<file path="config.mk">
export PLATFORM = sky130hd
export DESIGN_NAME = coin_acceptor
export DESIGN_NICKNAME = d
export VERILOG_FILES = /design/src/rtl/coin_pkg.sv /design/src/rtl/coin_debounce.sv /design/src/rtl/coin_acceptor.sv
export SDC_FILE = /design/constraint.sdc
export NUM_CORES = 1
export LEC_CHECK = 0
export ABC_AREA = 1
export ABC_CLOCK_PERIOD_IN_PS = 2900
export BUFFER_PORTS_ARGS = -buffer_cell sky130_fd_sc_hd__buf_4
export CAP_MARGIN = 20
export CORE_MARGIN = 2
export CORE_UTILIZATION = 40
export CTS_CLUSTER_DIAMETER = 30
export DETAILED_ROUTE_END_ITERATION = 7
export GPL_TIMING_DRIVEN = 0
export HOLD_SLACK_MARGIN = 0.15
export PLACE_DENSITY_LB_ADDON = 0.25
export SYNTH_ARGS = -nofsm -noshare
export SYNTH_HDL_FRONTEND = slang
export SYNTH_SLANG_ARGS = --single-unit
</file>
<file path="constraint.sdc">
create_clock -name clk -period 2.9 [get_ports clk]
set_input_delay 0.29 -clock clk [delete_from_list [all_inputs] [get_ports clk]]
set_output_delay 0.29 -clock clk [all_outputs]
set_load 0.03 [all_outputs]
</file>
<file path="src/rtl/coin_pkg.sv">
// Shared types for the coin acceptor: FSM states, coin codes and event helpers.
package coin_pkg;

    typedef enum logic [1:0] {
        IDLE  = 2'd0,
        PULSE = 2'd1,
        GAP   = 2'd2
    } state_t;

    typedef enum logic [1:0] {
        NONE = 2'd0,
        C50  = 2'd1,
        C100 = 2'd2,
        C200 = 2'd3
    } coin_t;

    // Event vector bit order: [0]=50, [1]=100, [2]=200.
    function automatic coin_t event_coin(input logic [2:0] ev);
        case (ev)
            3'b001:  return C50;
            3'b010:  return C100;
            3'b100:  return C200;
            default: return NONE;
        endcase
    endfunction

    function automatic logic multi_event(input logic [2:0] ev);
        return (ev[0] & ev[1]) | (ev[0] & ev[2]) | (ev[1] & ev[2]);
    endfunction

endpackage

</file>
<file path="src/rtl/coin_debounce.sv">
// One sensor channel: 2-flop synchronizer, counting debouncer and a
// registered rising-edge event on the debounced level.
module coin_debounce #(
    parameter int DEBOUNCE_CYCLES = 4
) (
    input  logic clk,
    input  logic rst,
    input  logic raw,
    output logic rise
);

    localparam logic [7:0] CNT_LAST = 8'(DEBOUNCE_CYCLES - 1);

    logic       sync1;
    logic       sync2;
    logic       level;
    logic       level_q;
    logic [7:0] cnt;

    // Synchronize, debounce and detect the debounced rising edge.
    always_ff @(posedge clk or posedge rst) begin
        if (rst) begin
            sync1   <= 1'b0;
            sync2   <= 1'b0;
            level   <= 1'b0;
            level_q <= 1'b0;
            cnt     <= 8'd0;
            rise    <= 1'b0;
        end else begin
            sync1   <= raw;
            sync2   <= sync1;
            level_q <= level;
            rise    <= level & ~level_q;
            if (sync2 == level) begin
                cnt <= 8'd0;
            end else if (cnt == CNT_LAST) begin
                level <= sync2;
                cnt   <= 8'd0;
            end else begin
                cnt <= cnt + 8'd1;
            end
        end
    end

endmodule

</file>
<file path="src/rtl/coin_acceptor.sv">
// Coin acceptor: three debounced sensor channels feeding a credit FSM that
// emits one credit pulse per accepted coin followed by a forced idle gap.
// Optional feature: define COIN_HOLD_EN to queue one coin arriving while busy.
//
// state | meaning
// IDLE  | waiting for a coin event
// PULSE | credit pulse for the latched coin is on r50/r100/r200
// GAP   | forced idle after a pulse; gap counter runs down to 0
module coin_acceptor
    import coin_pkg::*;
#(
    parameter int DEBOUNCE_CYCLES = 4,
    parameter int GAP_CYCLES      = 2
) (
    input  logic       clk,
    input  logic       rst,
    input  logic       s50,
    input  logic       s100,
    input  logic       s200,
    input  logic       accept_en,
    output logic       r50,
    output logic       r100,
    output logic       r200,
    output logic       rej,
    output logic [1:0] state
);

    localparam logic [3:0] GAP_LOAD = 4'(GAP_CYCLES);

    logic [2:0] ev;
    state_t     cur, nxt;
    coin_t      coin_q, coin_n;
    logic [3:0] gap_cnt, gap_n;
    coin_t      single;
    logic       any_ev;
    logic       multi;
`ifdef COIN_HOLD_EN
    coin_t      hold_q, hold_n;
`endif

    coin_debounce #(.DEBOUNCE_CYCLES(DEBOUNCE_CYCLES)) u_db50 (
        .clk(clk), .rst(rst), .raw(s50), .rise(ev[0])
    );
    coin_debounce #(.DEBOUNCE_CYCLES(DEBOUNCE_CYCLES)) u_db100 (
        .clk(clk), .rst(rst), .raw(s100), .rise(ev[1])
    );
    coin_debounce #(.DEBOUNCE_CYCLES(DEBOUNCE_CYCLES)) u_db200 (
        .clk(clk), .rst(rst), .raw(s200), .rise(ev[2])
    );

    assign single = event_coin(ev);
    assign multi  = multi_event(ev);
    assign any_ev = |ev;

    assign state = cur;
    assign r50   = (cur == PULSE) && (coin_q == C50);
    assign r100  = (cur == PULSE) && (coin_q == C100);
    assign r200  = (cur == PULSE) && (coin_q == C200);

    // Next-state, latched-coin, gap-counter and reject decisions.
    always_comb begin
        nxt    = cur;
        coin_n = coin_q;
        gap_n  = gap_cnt;
        rej    = 1'b0;
`ifdef COIN_HOLD_EN
        hold_n = hold_q;
`endif

        // Events while busy: queue a lone coin into an empty hold slot, else reject.
        if (cur == PULSE || cur == GAP) begin
`ifdef COIN_HOLD_EN
            if (multi) begin
                rej = 1'b1;
            end else if (any_ev) begin
                if (hold_q == NONE) hold_n = single;
                else                rej    = 1'b1;
            end
`else
            if (any_ev) rej = 1'b1;
`endif
        end

        case (cur)
            IDLE: begin
`ifdef COIN_HOLD_EN
                // A coin captured in the last gap cycle is served before new events.
                if (hold_q != NONE) begin
                    hold_n = NONE;
                    if (any_ev) rej = 1'b1;
                    if (accept_en) begin
                        coin_n = hold_q;
                        nxt    = PULSE;
                    end else begin
                        rej = 1'b1;
                    end
                end else
`endif
                begin
                    if (multi) begin
                        rej = 1'b1;
                    end else if (any_ev) begin
                        if (accept_en) begin
                            coin_n = single;
                            nxt    = PULSE;
                        end else begin
                            rej = 1'b1;
                        end
                    end
                end
            end
            PULSE: begin
                gap_n = GAP_LOAD;
                nxt   = GAP;
            end
            GAP: begin
                gap_n = gap_cnt - 4'd1;
                if (gap_cnt <= 4'd1) begin
                    nxt = IDLE;
`ifdef COIN_HOLD_EN
                    if (hold_q != NONE) begin
                        hold_n = NONE;
                        if (accept_en) begin
                            coin_n = hold_q;
                            nxt    = PULSE;
                        end else begin
                            rej = 1'b1;
                        end
                    end
`endif
                end
            end
            default: nxt = IDLE;
        endcase
    end

    // State, latched coin, gap counter and hold register.
    always_ff @(posedge clk or posedge rst) begin
        if (rst) begin
            cur     <= IDLE;
            coin_q  <= NONE;
            gap_cnt <= 4'd0;
`ifdef COIN_HOLD_EN
            hold_q  <= NONE;
`endif
        end else begin
            cur     <= nxt;
            coin_q  <= coin_n;
            gap_cnt <= gap_n;
`ifdef COIN_HOLD_EN
            hold_q  <= hold_n;
`endif
        end
    end

endmodule

</file>
==> results.md <==
- Largest area contributor in the netlist: dfrtp_1
- Status: completed
- Dpl cells: approximately 330
- Vias in the first global route: roughly 1500
- Critical Path Fanout Max: 8
- Multi-input logic area: approximately 900 µm²
- Avg Inst Size Synth: around 9.1 µm²
- Final Setup Violations: 0
- Post_cts resized: 0
- Slew @ Worst Pin: 301 ps
- Cts bufs inserted: 5
- Die area: between 6000 and 7000 µm²
- Nets: 281
- Design area: 2530 µm²
- Largest net degree at the start of global routing: 37
- Antenna violations before repair: 0
- P per Cell Area: roughly 810 nW/µm²
- RSZ-0062 raised after global routing: false
- Synth top area share: a little over half
- Synthesized instance count: about 240
- Final wirelength: roughly 3.3 mm
- Drt first pass iters: 4
- GRT Resource Usage Total: 12.8%
- Synth area leaders: dfrtp_1, nand2_1, inv_1, nor2_1, ha_1
- Setup Crit Path Kind: reg -> out
- Critical path origin: state[0]
- Max Transition Viols Final: 0
- Via count: about 1500
- Startpoint of the worst hold path: u_db50.sync1
- Final Util: about 46%
- Die height: about 78 µm
- CP Launch Type: register
- Mapped Area: ~2200 µm²
- Setup Skew: a little under 7 ps
- Fin crit share: between 60% and 70%
- Worst min-delay path category: reg -> reg
- Peak VDD IR: between 0.0004 and 0.0005 V
- Max-Cap Viols: 0
- Buffers added on ports: 11
- Setup tns final: 0 ps
- Filler cell count in the final layout: 511
- HPWL after DPL: 2.39 mm
- Post-synth net total: ~260
- Synth warn: 0
- Row count: 27
- Fraction of layout cells with a size suffix above 1: a little over an eighth
- Non-filler cells, final: approximately 340
- DRT iter0 DRCs: 102
- GRT overflow: 0
- Core area: 5440 µm²
- Crit Reg-Reg Startpoint: state[1]
- FMAX: 0.507 GHz
- CTS Buffer Depth: 2
- Yosys reg bits: between 40 and 50
- Pleak: ~1.2 nW
- Syn-to-layout area delta: 14.2%
- Worst EP arrival: ~1700 ps
- Commonest non-fill, non-tap cell in the layout: dfrtp_1
- Horiz. Die Dim: 78.4 µm
- Placement-stage cell area: 2410 µm²
- Period minus WS final: around 2000 ps
- Most frequent cells in the layout: dfrtp_1, nand2_1, nor2_1, inv_1
- Skew-Pair Late Insertion Delay: 290 ps
- Sequential area share after synthesis: a little over half
- Register area: between 1000 and 1500 µm²
- Clk sink count: 47
- H-Tree Depth: 2
- Worst Setup End Kind: output port
- Final hold vios: 0
- Routed len/inst: approximately 10 µm
- Global-route wire length before repair: 6.34 mm
- Antenna Nets Post-Route: 0
- Unique cell type count in the Yosys netlist: 24
- Total Power: a little over 2 mW
- DRC violations left: 0
- Starting density of the core: around two fifths
- Worst slew margin: 79.9%
- Register clock-pin slew on the reported worst setup and hold paths: 80 ps
- Boundary Pins: 12
- Via density: around 4.5
- # diodes: 0
- CTS Root Cell: clkbuf_8
- RD Place Congestion: 0.786
- Req. time, crit path: between 2000 and 3000 ps
- TritonCTS clock tree: built
[stage by stage]
stage | setup slack [ps] | hold WS (ps)
floorplan | 1100 | 321
global placement | 834 | 332
detailed placement | 1250 | 265
CTS | 908 | 355
global route | 773 | 361
finish | 929 | 351
[cells in the mapped netlist]
library cell / n
nor3b_2: 1
nand2_2: 2
xor2_1: 9
nor3b_1: 2
nor2_4: 3
o21bai_1: 2
nor3_2: 1
nand2_1: 44
a31oi_1: 3
a31o_2: 1
dfrtp_1: 47
nor3_1: 7
o21ai_0: 5
a21oi_1: 6
nand3_1: 11
inv_1: 35
nor2_1: 34
and3_1: 1
ha_1: 9
nor2_2: 5
nand3_2: 3
nand4_1: 7
inv_2: 1
xnor2_1: 4
[registers in the layout, indices dropped and copies added, names as in the netlist, 2 cells and up]
signal / cells
u_db200.cnt: 8
u_db100.cnt: 8
gap_cnt: 4
coin_q: 2
state: 2
u_db50.cnt: 8
[per-layer routing]
layer	part of all wire, %	vias to the layer above	global-route usage [%]
met1	49	704	16.8
met2	47	16	20.4
met3	3.0	5	3.79
met4	1.1	0	4.21
met5	0	-	0
li1	-	812	-
[critical path, stage by stage, from the launching register on]
cell     delay (ps)
dfrtp_1         370
inv_1           100
ha_1            400
o21ai_0         180
nand2_1          70
nand2_1          60
nand2_1          50
buf_4           160
[worst paths after layout]
path,slack [ps],cells past startpoint,endpoint
min in group asynchronous,500,3,gap_cnt[1]
min reg2reg,350,0,u_db50.sync2
max,930,7,rej
max in group asynchronous,1920,4,u_db50.cnt[3]
min,350,0,u_db50.sync2
max reg2reg,1470,6,gap_cnt[3]
[final cells by class]
cell class	count	area share, %
Clock buffer	7	3.02
Clock inverter	1	0.198
Inverter	36	5.35
Multi-Input combinational cell	160	35.7
Sequential cell	47	46.5
Tap cell	72	3.56
Timing Repair Buffer	16	5.64
[repair_timing]
| item | in CTS | in global routing |
|---|---|---|
| hold buffers | 4 | 0 |
| buffers inserted | 0 | 0 |
| hold endpoints to repair | 14 | 0 |
[logic make-up (layout without fill, tap and decap cells)]
group,Yosys count,after routing,share of synthesized area [%]
AND/OR/NAND/NOR,121,121,26.1
buffers and inverters,36,60,6.11
flip-flops,47,47,53.1
AO/OA/AOI/OAI,17,17,4.41
adder cells (fa/ha/maj),9,9,5.09
XOR/XNOR,13,13,5.14
[report_power, final]
part           total [mW]  internal, mW  switching [mW]
Sequential          0.919         0.801           0.118
Clock               0.368         0.169           0.199
Combinational       0.758         0.268           0.490
No activity file was read; power rests on OpenSTA's default activity.
